===== src/rtl/gate_seq_pkg.sv =====
// Shared definitions for the gate truth-table sequencer: FSM states and
// reference truth tables for the two-input gate family (bit i = vector i).
package gate_seq_pkg;

    typedef enum logic [1:0] {
        IDLE,
        APPLY,
        SAMPLE,
        DONE
    } state_t;

    localparam logic [3:0] TT_AND  = 4'b1000;
    localparam logic [3:0] TT_OR   = 4'b1110;
    localparam logic [3:0] TT_XOR  = 4'b0110;
    localparam logic [3:0] TT_NAND = 4'b0111;

    // Counter width able to hold values 0..settle (it steps once past the last settle cycle).
    function automatic int cnt_width(input int settle);
        return (settle < 1) ? 1 : $clog2(settle + 1);
    endfunction

endpackage


===== src/rtl/gate_seq_settle_cnt.sv =====
// Settle-time counter: cleared while load is high, counts while en is high,
// and flags the last settle cycle of the vector currently being applied.
module gate_seq_settle_cnt
    import gate_seq_pkg::*;
#(
    parameter int SETTLE_CYCLES = 1
) (
    input  logic clk,
    input  logic rst_n,
    input  logic load,
    input  logic en,
    output logic tc
);

    localparam int W = cnt_width(SETTLE_CYCLES);

    logic [W-1:0] cnt;

    always_ff @(posedge clk or negedge rst_n) begin
        if (!rst_n) begin
            cnt <= '0;
        end else if (load) begin
            cnt <= '0;
        end else if (en) begin
            cnt <= cnt + 1'b1;
        end
    end

    assign tc = (cnt == W'(SETTLE_CYCLES - 1));

endmodule


===== src/rtl/gate_truth_table_sequencer.sv =====
// Walks every input combination of a small gate in ascending order, holds each
// for a settle time, samples the gate output and scores it against EXPECT.
module gate_truth_table_sequencer
    import gate_seq_pkg::*;
#(
    parameter int                    N_IN          = 2,
    parameter int                    SETTLE_CYCLES = 1,
    parameter logic [2**N_IN-1:0]    EXPECT        = TT_AND
) (
    input  logic                   clk,
    input  logic                   rst_n,
    input  logic                   start,
    input  logic                   abort,
    output logic [N_IN-1:0]        in_vec,
    input  logic                   dut_out,
    output logic                   busy,
    output logic                   done,
    output logic                   pass,
    output logic [2**N_IN-1:0]     fail_mask,
    output logic [2**N_IN-1:0]     captured
);

    localparam logic [N_IN-1:0] LAST_IDX = N_IN'(2**N_IN - 1);

    state_t          state;
    logic [N_IN-1:0] idx;
    logic            settle_tc;

    // The counter restarts on every vector because it is held clear outside APPLY.
    gate_seq_settle_cnt #(
        .SETTLE_CYCLES(SETTLE_CYCLES)
    ) u_settle_cnt (
        .clk  (clk),
        .rst_n(rst_n),
        .load (state != APPLY),
        .en   ((state == APPLY) && !abort),
        .tc   (settle_tc)
    );

    always_ff @(posedge clk or negedge rst_n) begin
        if (!rst_n) begin
            state     <= IDLE;
            idx       <= '0;
            in_vec    <= '0;
            busy      <= 1'b0;
            done      <= 1'b0;
            pass      <= 1'b0;
            fail_mask <= '0;
            captured  <= '0;
        end else begin
            done <= 1'b0;
            case (state)
                IDLE: begin
                    if (start && !abort) begin
                        state     <= APPLY;
                        idx       <= '0;
                        in_vec    <= '0;
                        busy      <= 1'b1;
                        pass      <= 1'b0;
                        fail_mask <= '0;
                        captured  <= '0;
                    end
                end
                APPLY: begin
                    if (abort) begin
                        state  <= IDLE;
                        idx    <= '0;
                        in_vec <= '0;
                        busy   <= 1'b0;
                        pass   <= 1'b0;
                    end else if (settle_tc) begin
                        state <= SAMPLE;
                    end
                end
                // Abort outranks the sample, so the vector being sampled stays unscored.
                SAMPLE: begin
                    if (abort) begin
                        state  <= IDLE;
                        idx    <= '0;
                        in_vec <= '0;
                        busy   <= 1'b0;
                        pass   <= 1'b0;
                    end else begin
                        captured[idx]  <= dut_out;
                        fail_mask[idx] <= dut_out ^ EXPECT[idx];
                        if (idx == LAST_IDX) begin
                            state <= DONE;
                            busy  <= 1'b0;
                        end else begin
                            state  <= APPLY;
                            idx    <= idx + 1'b1;
                            in_vec <= idx + 1'b1;
                        end
                    end
                end
                DONE: begin
                    state  <= IDLE;
                    idx    <= '0;
                    in_vec <= '0;
                    done   <= 1'b1;
                    pass   <= ~|fail_mask;
                end
                default: begin
                    state  <= IDLE;
                    idx    <= '0;
                    in_vec <= '0;
                    busy   <= 1'b0;
                end
            endcase
        end
    end

endmodule

===== config.mk =====
export PLATFORM = sky130hd
export DESIGN_NAME = gate_truth_table_sequencer
export DESIGN_NICKNAME = d
export VERILOG_FILES = /design/src/rtl/gate_seq_pkg.sv /design/src/rtl/gate_seq_settle_cnt.sv /design/src/rtl/gate_truth_table_sequencer.sv
export SDC_FILE = /design/constraint.sdc
export NUM_CORES = 1
export LEC_CHECK = 0
export BUFFER_PORTS_ARGS = -buffer_cell sky130_fd_sc_hd__buf_2
export CORE_MARGIN = 3
export CORE_UTILIZATION = 42
export CTS_CLUSTER_SIZE = 20
export DETAILED_ROUTE_END_ITERATION = 12
export GPL_ROUTABILITY_DRIVEN = 0
export SLEW_MARGIN = 25
export SYNTH_ARGS = -nofsm -noshare
export SYNTH_HDL_FRONTEND = slang
export SYNTH_SLANG_ARGS = --single-unit

===== constraint.sdc =====
create_clock -name clk -period 4.61 [get_ports clk]
set_clock_uncertainty 0.15 [all_clocks]
set_input_delay 0.461 -clock clk [delete_from_list [all_inputs] [get_ports clk]]
set_output_delay 0.461 -clock clk [all_outputs]
set_load 0.01 [all_outputs]

# Word-level counts from Yosys, hierarchy flattened

Cells that the tools add are included.

Word-level logic and storage cells: 73
Register bits: 16
Input bits: 5
Output and inout bits: 13

Reduce and logical (&&, ||, !) cells: 16
Equal/unequal tests: 12
Bitwise logic cells: 1
Magnitude comparators: 2
Multiplexer cells: 32
Add/sub/neg operators: 2

Operators by type and width:

| kind                                                               | count |
|---|---|
| two-way mux 2 bit                                                  | 9 |
| case mux 2 bit (4 select lines)                                    | 2 |
| case mux 4 bit (2 select lines)                                    | 2 |
| two-way mux 4 bit                                                  | 3 |
| two-way mux 1 bit                                                  | 10 |
| != test 3 bit (second input constant)                              | 3 |
| bitwise mux 4 bit                                                  | 2 |
| == test 2 bit (second input constant)                              | 3 |
| != test 2 bit (second input constant)                              | 3 |
| case mux 1 bit (3 select lines)                                    | 2 |
| AND reduction 3 bit                                                | 2 |
| != test 2 x 1 -> 1 bit (second input constant)                     | 2 |
| AND reduction 2 bit                                                | 2 |
| AND reduction 4 bit                                                | 1 |
| nonzero test 2 bit                                                 | 2 |
| OR reduction 4 bit                                                 | 1 |
| logical AND 1 bit                                                  | 3 |
| less-than comparator 2 x 3 -> 1 bit (second input constant)        | 1 |
| nonzero test 3 bit                                                 | 1 |
| adder 2 x 1 -> 2 bit (second input constant)                       | 1 |
| binary-select mux 1 bit (select 2 bit)                             | 1 |
| demux 1 bit (select 2 bit)                                         | 1 |
| == test 2 x 1 -> 1 bit (second input constant)                     | 1 |
| greater-or-equal comparator 2 x 1 -> 1 bit (second input constant) | 1 |
| 5 further kinds                                                    | 6 |

# Logic depth before layout (Yosys ltp)

Gate-level depths: netlist (run 1).

Depth in word-level cells: 7
Mapped depth: 6

# Hierarchy

A second synthesis (run 1) with hierarchy kept.

Cells, all modules: 96
Area, all modules: 1,027.2 µm²

Modules (own cells, without submodules):

| module                     | area an instance (µm²) | cells each | times used |
|---|---|---|---|
| gate_truth_table_sequencer | 985.9                  | 92         | 1 |
| gate_seq_settle_cnt        | 41.3                   | 4          | 1 |

# Least setup slack after synthesis (run 1)

OpenSTA, ideal clock, no wires.

Kind: flip-flop to flip-flop
From: reg state[0]
To: reg idx[1]
Setup time: 0.067 ns
Cell stages (with the launch flop): 7
Data arrival time: 1.463 ns
Required time: 4.393 ns
Path slack: 2.930 ns
Buffers on the path: 1
Path through: dfrtp_1 > inv_1 > ha_1 > buf_2 > a21o_1 > a2111oi_2 > a311o_1

Word-level cells in the longest chain between the ends: 3
Elaborated cells between the ends (all ways): 9

RTL lines:

| what                                                                   | RTL line                         | text |
|---|---|---|
| start, declared                                                        | gate_truth_table_sequencer.sv:25 | `state_t state;` |
| start signal, assigned                                                 | gate_truth_table_sequencer.sv:42 | `state <= IDLE;` |
| start signal, assigned                                                 | gate_truth_table_sequencer.sv:55 | `state <= APPLY;` |
| start signal, assigned                                                 | gate_truth_table_sequencer.sv:66 | `state <= IDLE;` |
| == test 2 bit (tied with other cells)                                  | gate_truth_table_sequencer.sv:52 | `case (state)` |
| != test 3 bit (no source line) / != test 2 bit (equally long branches) | -                                |  |
| AND reduction 3 bit (no source line)                                   | -                                |  |
| end signal, assigned                                                   | gate_truth_table_sequencer.sv:91 | `idx <= idx + 1'b1;` |
| end, declared                                                          | gate_truth_table_sequencer.sv:26 | `logic [N_IN-1:0] idx;` |

Parallel ways exist; a longest one is shown, timed or not.
A chain may end at the register's enable or synchronous reset.

# Final worst setup path (run 1)

From: reg state[0]
To: reg captured[1]

Word-level cells in the longest chain between the ends: 3
Elaborated cells between the ends (all ways): 7

RTL lines:

| what                                                                        | RTL line                         | text |
|---|---|---|
| == test 2 bit / logical NOT 2 bit (equally long branches)                   | gate_truth_table_sequencer.sv:52 |  |
| != test 2 bit (no source line) / nonzero test 2 bit (equally long branches) | -                                |  |
| AND reduction 3 bit (no source line)                                        | -                                |  |
| end signal, assigned by index                                               | gate_truth_table_sequencer.sv:84 | `captured[idx] <= dut_out;` |
| end, declared                                                               | gate_truth_table_sequencer.sv:20 | `output logic [2**N_IN-1:0] captured` |

Parallel ways exist; a longest one is shown, timed or not.

==> impl_metrics.env, run 1 <==
export IMPL_status="complete, no violations"
export IMPL_cp_num_buf_inv=1
export IMPL_clk_pin_slew_ns=0.10
export IMPL_cpMaxStageDelayCell="mux2i_2"
export IMPL_antenna_found_initial=0
export IMPL_period_needed_ns=2.25
export IMPL_critPathCaptureType="register"
export IMPL_start_util=0.452
export IMPL_placedCellCount=143
export IMPL_synth_most_common_cell="dfrtp_1"
export IMPL_synth_cells=103
export IMPL_required_ns=4.64
export IMPL_htreeDepth=1
export IMPL_yosysWarnings=0
export IMPL_vias_per_cell=5.66
export IMPL_clk_latency_ns=0.29
export IMPL_synth_top_area_cell="dfrtp_1"
export IMPL_timing_fmax_ghz=0.445
export IMPL_avgSynthCellArea_um2=9.99
export IMPL_portBuffers=17
export IMPL_cts_buffer_depth=2
export IMPL_cp_max_fo=14
export IMPL_crit_type="register to register"
export IMPL_grt_use_total=0.157
export IMPL_tightest_slew_ns=0.667
export IMPL_rsz0062_at_grt="no"
export IMPL_crit_arrival_ns=2.28
export IMPL_synthTopCellsByArea="dfrtp_1, ha_1, o31ai_1, inv_1, nand2_1"
export IMPL_numClockSinks=16
export IMPL_path_cells="inv_1 > ha_1 > mux2i_2 > o32ai_1 > a22o_1"
export IMPL_nets=136
export IMPL_diodes=0
export IMPL_rows=17
export IMPL_synth_top_area_frac=0.389
export IMPL_wl_per_cell_um=14.8
export IMPL_dieArea_mm2=0.00308
export IMPL_grt_pass1_wl_mm=3.88
export IMPL_slowest_delay_ns=0.65
export IMPL_cts_made_buffers=3
export IMPL_drc=0
export IMPL_clock_root_buffer="clkbuf_4"
export IMPL_finalSetupViolations=0
export IMPL_netlist_top_cells_count="dfrtp_1, ha_1, inv_1, nand2_1, o31ai_1"
export IMPL_finalHoldViolations=0
export IMPL_synth_seq_cells=16
export IMPL_final_setup_tns_ns=0
export IMPL_totalWireLength_mm=2.17
export IMPL_core_area_mm2=0.00228
export IMPL_grt_max_degree=17
export IMPL_postRouteAntennaNets=0
export IMPL_drtPass1Iterations=4
export IMPL_drt_initial_drc_count=23
export IMPL_die_w_um=55.5
export IMPL_slew_violations=0
export IMPL_ios=18
export IMPL_hpwl_mm=1.60
export IMPL_die_h_um=55.5
export IMPL_ir_drop_mv=0.206
export IMPL_power_density_mw_per_mm2=472
export IMPL_areaGrowthSynthToFinish_pct=12.3
export IMPL_p_leak_nw=0.569
export IMPL_drive_gt1_frac=0.202
export IMPL_max_slew_margin=0.547
export IMPL_synth_edf_count=0
export IMPL_vias=832
export IMPL_yosysSeqAreaShare=0.389
export IMPL_cts_tree="yes"
export IMPL_async_flop_share=1.00
export IMPL_critPathTopFamily="multiplexers"
export IMPL_synth_top_flop_cell="dfrtp_1"
export IMPL_hold_class="input pin to register"
export IMPL_syn_num_nets=118
export IMPL_fin_cells=147
export IMPL_cap_violations=0
export IMPL_grt_pass1_vias=809
export IMPL_synth_cell_types=38
export IMPL_synth_area_mm2=0.00103
export IMPL_grt_ovfl_total=0
export IMPL_critPathLaunchType="register"
export IMPL_post_route_period_util=0.488
export IMPL_post_cts_buffers=0
==> worst paths after layout <==
path,from,end,slack [ns],depth (start not counted)
min in group asynchronous,rst_n,idx[1],0.46,2
min reg2reg,captured[3],captured[3],0.35,2
min,dut_out,fail_mask[3],0.31,2
max in group asynchronous,rst_n,captured[3],3.58,2
max reg2reg,state[0],captured[1],2.36,5
max,state[0],captured[1],2.36,5
==> cells in the final DEF (no fill, tap or decap), drive strengths merged <==
| cell type | Yosys | routed |
|---|---|---|
| o21ai | 7 | 7 |
| a22oi | 1 | 1 |
| xor2 | 1 | 1 |
| mux2i | 2 | 2 |
| a21oi | 1 | 1 |
| dlygate4sd3 | 0 | 1 |
| o211ai | 3 | 3 |
| a21o | 1 | 1 |
| a31oi | 2 | 2 |
| nand3 | 2 | 2 |
| a211o | 1 | 1 |
| clkbuf | 1 | 3 |
| nand2b | 3 | 3 |
| o21a | 1 | 1 |
| inv | 9 | 9 |
| nor2b | 5 | 5 |
| nand4 | 1 | 1 |
| o32ai | 2 | 2 |
| xnor2 | 1 | 1 |
| a22o | 1 | 1 |
| o31ai | 7 | 7 |
| a311o | 1 | 1 |
| and4b | 1 | 1 |
| and3b | 1 | 1 |
| o311ai | 2 | 2 |
| nor4 | 1 | 1 |
| ha | 10 | 10 |
| nand2 | 9 | 9 |
| a2111o | 1 | 1 |
| a2111oi | 1 | 1 |
| dfrtp | 16 | 16 |
| and3 | 1 | 1 |
| and2 | 2 | 2 |
| or2 | 1 | 1 |
| buf | 4 | 17 |
==> routing by layer <==
layer	track usage	up-vias	share of wire
li1	-	408	-
met1	0.230	392	0.50
met2	0.218	26	0.43
met3	0.0350	6	0.054
met4	0.0694	0	0.017
met5	0	-	0
==> report_power, final <==
group          internal (mW)  switching, mW  leakage, nW
Clock                 0.0303         0.0450       0.0138
Combinational          0.106          0.156        0.337
Sequential             0.174         0.0333        0.218
==> layout make-up <==
| class | instances | area (µm²) |
|---|---|---|
| Sequential cell | 16 | 400 |
| Tap cell | 28 | 35.0 |
| Timing Repair Buffer | 18 | 95.1 |
| Fill cell | 216 | 1120 |
| Multi-Input combinational cell | 73 | 568 |
| Inverter | 9 | 33.8 |
| Clock buffer | 3 | 22.5 |
==> flip-flops by register name (all words and copies together) (netlist names) <==
signal,count
u_settle_cnt.cnt,1
captured,4
pass,1
busy,1
state,2
fail_mask,4
idx,2
done,1
==> kinds of logic (layout without fill, tap and decap cells) <==
family | count (synthesis) | count (layout) | share of synthesized area
compound gates | 32 | 32 | 0.237
simple gates | 27 | 27 | 0.153
flops | 16 | 16 | 0.389
buf+inv | 14 | 30 | 0.0620
fa+ha+maj | 10 | 10 | 0.122
xor+xnor | 2 | 2 | 0.0170
mux | 2 | 2 | 0.0195
==> metrics by stage <==
stage | total power, mW | hold slack, ns | util | instance area, µm² | setup WS (ns)
floorplan | 0.398 | 0.0154 | - | 1030 | 2.93
global placement | 0.456 | 0.242 | 0.491 | 1120 | 2.28
detailed placement | 0.466 | 0.251 | 0.491 | 1120 | 2.17
CTS | 0.543 | 0.303 | 0.506 | 1150 | 2.13
global route | 0.594 | 0.295 | 0.507 | 1150 | 2.21
finish | 0.545 | 0.308 | 0.507 | 1150 | 2.36
==> worst register-to-register path, cell delays in order (launching register included) <==
cell and delay (ns):
dfrtp_1 0.45, inv_1 0.11, ha_1 0.40, mux2i_2 0.65, o32ai_1 0.18, a22o_1 0.20
==> timing repair <==
action,4_1_cts,5_1_grt
gates resized for setup,0,0
hold endpoints to repair,16,0
hold buffers,1,0
(Power assumes the default switching activity.)
==> run 2: changes to the inputs <==
- clock period: 4.61 -> 2.2 ns (I/O delays scaled with it)
==> run 2 against run 1 <==
Against the previous run: cell count rose by 0.68%; clock-buffer cell count did not move; utilization rose by 0.16 points; combinational power rose by 110%; cell area rose by 0.32%; clock power rose by 100%; total power rose by 110%; first-iteration DRC count fell by 8.7%; critical path depth rose by 1; maximum frequency rose by 14%; global-route usage rose by 0.38 points; flip-flop and latch count did not move; highest routed layer unchanged.
==> impl_metrics.env, run 2 (synthesized netlist as in run 1, its figures left out) <==
export IMPL_cts_resized=0
export IMPL_critPathLaunchType="register"
export IMPL_numClockSinks=16
export IMPL_rows=17
export IMPL_diodes=0
export IMPL_grt_max_degree=17
export IMPL_n_fill_cell=206
export IMPL_die_w_um=55.5
export IMPL_critPathCaptureType="register"
export IMPL_cts_made_buffers=3
export IMPL_timing_fmax_ghz=0.505
export IMPL_cpMaxStageDelayCell="dfrtp_1"
export IMPL_cap_violations=0
export IMPL_cp_num_buf_inv=2
export IMPL_htreeDepth=1
export IMPL_slowest_delay_ns=0.43
export IMPL_cts_tree="yes"
export IMPL_antenna_found_initial=0
export IMPL_ios=18
export IMPL_wl_per_cell_um=15.3
export IMPL_hpwl_mm=1.70
export IMPL_cts_hold_buffers=1
export IMPL_grt_pass1_vias=851
export IMPL_p_leak_nw=0.576
export IMPL_final_setup_tns_ns=0
export IMPL_max_slew_margin=0.748
export IMPL_crit_type="register to register"
export IMPL_layout_common_cells="buf_2, dfrtp_1, ha_1, inv_1, nand2_1"
export IMPL_cp_max_fo=14
export IMPL_finalHoldViolations=0
export IMPL_dieArea_mm2=0.00308
export IMPL_ir_drop_mv=0.490
export IMPL_required_ns=2.23
export IMPL_nets=137
export IMPL_timing_hold_ws_ns=0.0801
export IMPL_vias_per_cell=5.66
export IMPL_power_density_mw_per_mm2=986
export IMPL_rsz0062_at_grt="no"
export IMPL_vias=838
export IMPL_drtPass1Iterations=4
export IMPL_grt_ovfl_total=0
export IMPL_grt_use_total=0.161
export IMPL_period_needed_ns=1.98
export IMPL_hold_class="input pin to register"
export IMPL_slew_violations=0
export IMPL_min_from="dut_out"
export IMPL_drc=0
export IMPL_clk_latency_ns=0.28
export IMPL_post_cts_buffers=0
export IMPL_cts_buffer_depth=2
export IMPL_finalSetupViolations=0
export IMPL_clk_pin_slew_ns=0.10
export IMPL_start_util=0.452
export IMPL_tightest_slew_ns=0.379
export IMPL_final_util=0.509
export IMPL_reg2reg_slack_ns=0.22
export IMPL_r2r_start="state[1]"
export IMPL_drive_gt1_frac=0.200
export IMPL_post_route_period_util=0.900
export IMPL_totalWireLength_mm=2.27
export IMPL_critPathLaunch="state[1]"
export IMPL_status="complete, no violations"
export IMPL_areaGrowthSynthToFinish_pct=12.7
export IMPL_crit_arrival_ns=2.01
export IMPL_reg_top3="captured x4, fail_mask x4"
export IMPL_grt_pass1_wl_mm=4.09
export IMPL_die_h_um=55.5
export IMPL_path_cells="inv_1 > ha_1 > mux2i_1 > buf_4 > or2_1 > a22o_1"
export IMPL_portBuffers=17
export IMPL_drt_initial_drc_count=21
export IMPL_core_area_mm2=0.00228
export IMPL_p_total_mw=1.14
export IMPL_final_common_cell="buf_2"
export IMPL_clock_root_buffer="clkbuf_4"
export IMPL_postRouteAntennaNets=0
export IMPL_critPathTopFamily="flip-flops"
run 2: final cells by class:
type                       count  area, µm²  area share
clock buffer                   3       22.5      0.0194
inverter                       9       33.8      0.0292
multi-input combinational     73        564       0.487
sequential                    16        400       0.346
tap                           28       35.0      0.0302
timing repair buffer          19        103      0.0886
run 2: final timing paths:
check | to | cells after the start
max | captured[1] | 6
min | fail_mask[3] | 2
max reg2reg | captured[1] | 6
min reg2reg | captured[3] | 2
max in group asynchronous | done | 2
min in group asynchronous | fail_mask[0] | 2
run 2: stage by stage:
step | std cells | setup slack, ns | area, µm²
final | 148 | 0.220 | 1160
after global routing | 148 | 0.0570 | 1160
after CTS | 148 | 0.220 | 1160
after detailed placement | 144 | 0.225 | 1130
after global placement | 144 | 0.286 | 1130
after floorplan | 103 | 0.520 | 1030
run 2: power by group:
group	switching [mW]	internal, mW	total (mW)
logic	0.326	0.227	0.553
clock network	0.0905	0.0634	0.154
registers	0.0698	0.365	0.435
run 2: metal layers:
layer | part of all wire | global-route usage
met4 | 0.0079 | 0.0451
met1 | 0.52 | 0.242
met5 | 0 | 0
met3 | 0.026 | 0.0280
met2 | 0.45 | 0.235
==> run 3: changes to the inputs <==
- clock period: 2.2 -> 2.3 ns (I/O delays scaled with it)
==> run 3 against run 2 <==
Against the previous run: clock-buffer cell count is the same; worst setup slack gained 0.10 ns; via count grew 0.72%; largest cell class unchanged.
==> impl_metrics.env, run 3 (synthesized netlist as in run 1, its figures left out) <==
export IMPL_cts_hold_buffers=1
export IMPL_p_clk_frac=0.136
export IMPL_rows=17
export IMPL_clk_latency_ns=0.28
export IMPL_slowest_delay_ns=0.43
export IMPL_diodes=0
export IMPL_timing_fmax_ghz=0.506
export IMPL_grt_pass1_wl_mm=3.79
export IMPL_critPathCaptureType="register"
export IMPL_min_from="dut_out"
export IMPL_p_leak_nw=0.576
export IMPL_grt_ovfl_total=0
export IMPL_final_setup_tns_ns=0
export IMPL_post_cts_buffers=0
export IMPL_crit_arrival_ns=2.01
export IMPL_drtPass1Iterations=4
export IMPL_areaGrowthSynthToFinish_pct=12.7
export IMPL_cp_num_buf_inv=2
export IMPL_grt_pass1_vias=790
export IMPL_detailedPlace_worstSlack_ns=0.328
export IMPL_comb_power_share=0.485
export IMPL_r2r_start="state[1]"
export IMPL_layout_common_cells="buf_2, dfrtp_1, ha_1, inv_1, nand2_1"
export IMPL_post_route_period_util=0.860
export IMPL_top_usage_layer="met1"
export IMPL_use_met2=0.203
export IMPL_cts_buffer_depth=2
export IMPL_dieArea_mm2=0.00308
export IMPL_p_total_mw=1.10
export IMPL_cts_made_buffers=3
export IMPL_setup_ws_ns=0.323
export IMPL_antenna_found_initial=0
export IMPL_cpMaxStageDelayCell="dfrtp_1"
export IMPL_hpwl_mm=1.67
export IMPL_drc=0
export IMPL_grt_use_total=0.154
export IMPL_totalWireLength_mm=2.23
export IMPL_finalHoldViolations=0
export IMPL_reg_top3="captured x4, fail_mask x4"
export IMPL_drive_gt1_frac=0.200
export IMPL_ir_drop_mv=0.499
export IMPL_core_area_mm2=0.00228
export IMPL_grt_max_degree=17
export IMPL_clk_pin_slew_ns=0.10
export IMPL_drt_initial_drc_count=23
export IMPL_cts_resized=0
export IMPL_critPathLaunchType="register"
export IMPL_slew_violations=0
export IMPL_ios=18
export IMPL_vias_per_cell=5.70
export IMPL_numClockSinks=16
export IMPL_finalSetupViolations=0
export IMPL_path_cells="inv_1 > ha_1 > mux2i_1 > buf_4 > or2_1 > a22o_1"
export IMPL_cp_max_fo=14
export IMPL_portBuffers=17
export IMPL_reg2reg_slack_ns=0.32
export IMPL_wl_per_cell_um=15.1
export IMPL_postRouteAntennaNets=0
export IMPL_max_slew_margin=0.732
export IMPL_power_density_mw_per_mm2=947
export IMPL_rsz0062_at_grt="no"
export IMPL_period_needed_ns=1.98
export IMPL_die_w_um=55.5
export IMPL_start_util=0.452
export IMPL_htreeDepth=1
export IMPL_critPathTopFamily="flip-flops"
export IMPL_vias=844
export IMPL_status="complete, no violations"
export IMPL_met1_usage=0.233
export IMPL_hold_class="input pin to register"
export IMPL_critPathLaunch="state[1]"
export IMPL_cts_tree="yes"
export IMPL_final_common_cell="buf_2"
export IMPL_nets=137
export IMPL_tightest_slew_ns=0.401
export IMPL_swShare=0.427
export IMPL_use_met3=0.0350
export IMPL_internal_power_mw=0.628
export IMPL_p_sw_mw=0.469
export IMPL_cap_violations=0
export IMPL_power_frac_seq=0.379
export IMPL_crit_type="register to register"
export IMPL_die_h_um=55.5
export IMPL_clock_root_buffer="clkbuf_4"
export IMPL_required_ns=2.33
## run 3: cell counts in the layout (fill, tap and decap cells not counted)
Identical to the previous run, type by type.
## run 3: worst reg2reg max path: cells and delay by family (launching register included)
family                   cells  cell delay, ns
adder cells (fa/ha/maj)      1            0.41
AO/OA/AOI/OAI                1            0.22
buffers and inverters        2            0.32
AND/OR/NAND/NOR              1            0.23
multiplexers                 1            0.13
flip-flops                   1            0.43
## run 3: area by class of cell
type / count / area [µm²]
fillers: 218 / 1120
well taps: 28 / 35.0
clock buffers: 3 / 22.5
multi-input cells: 73 / 564
flip-flops and latches: 16 / 400
inverters: 9 / 33.8
repair buffers: 19 / 103
## run 3: final timing paths
check	to	depth (start not counted)
min in group asynchronous	fail_mask[0]	2
hold reg to reg	pass	2
setup / recovery	captured[1]	6
setup reg to reg	captured[1]	6
max in group asynchronous	idx[1]	2
hold / removal	fail_mask[3]	2
## run 3: power by group through the flow
stage	sequential (mW)	combinational [mW]	clock, mW
floorplan	0.430	0.367	0
global placement	0.413	0.517	0
detailed placement	0.421	0.526	0
CTS	0.414	0.533	0.153
global route	0.428	0.597	0.168
finish	0.416	0.532	0.149
## run 3: through the flow
stage	hold WS (ns)	cell area (µm²)	utilization	instances
after CTS	0.0531	1160	0.509	148
after floorplan	-0.216	1030	-	103
after global routing	0.0614	1160	0.509	148
final	0.0661	1160	0.509	148
after detailed placement	0.0217	1130	0.495	144
after global placement	0.0192	1130	0.495	144
## run 3: metal layers
metal,vias up,wire length [µm]
li1,412,-
met1,410,1120
met2,20,988
met3,2,90
met4,0,23
met5,-,0
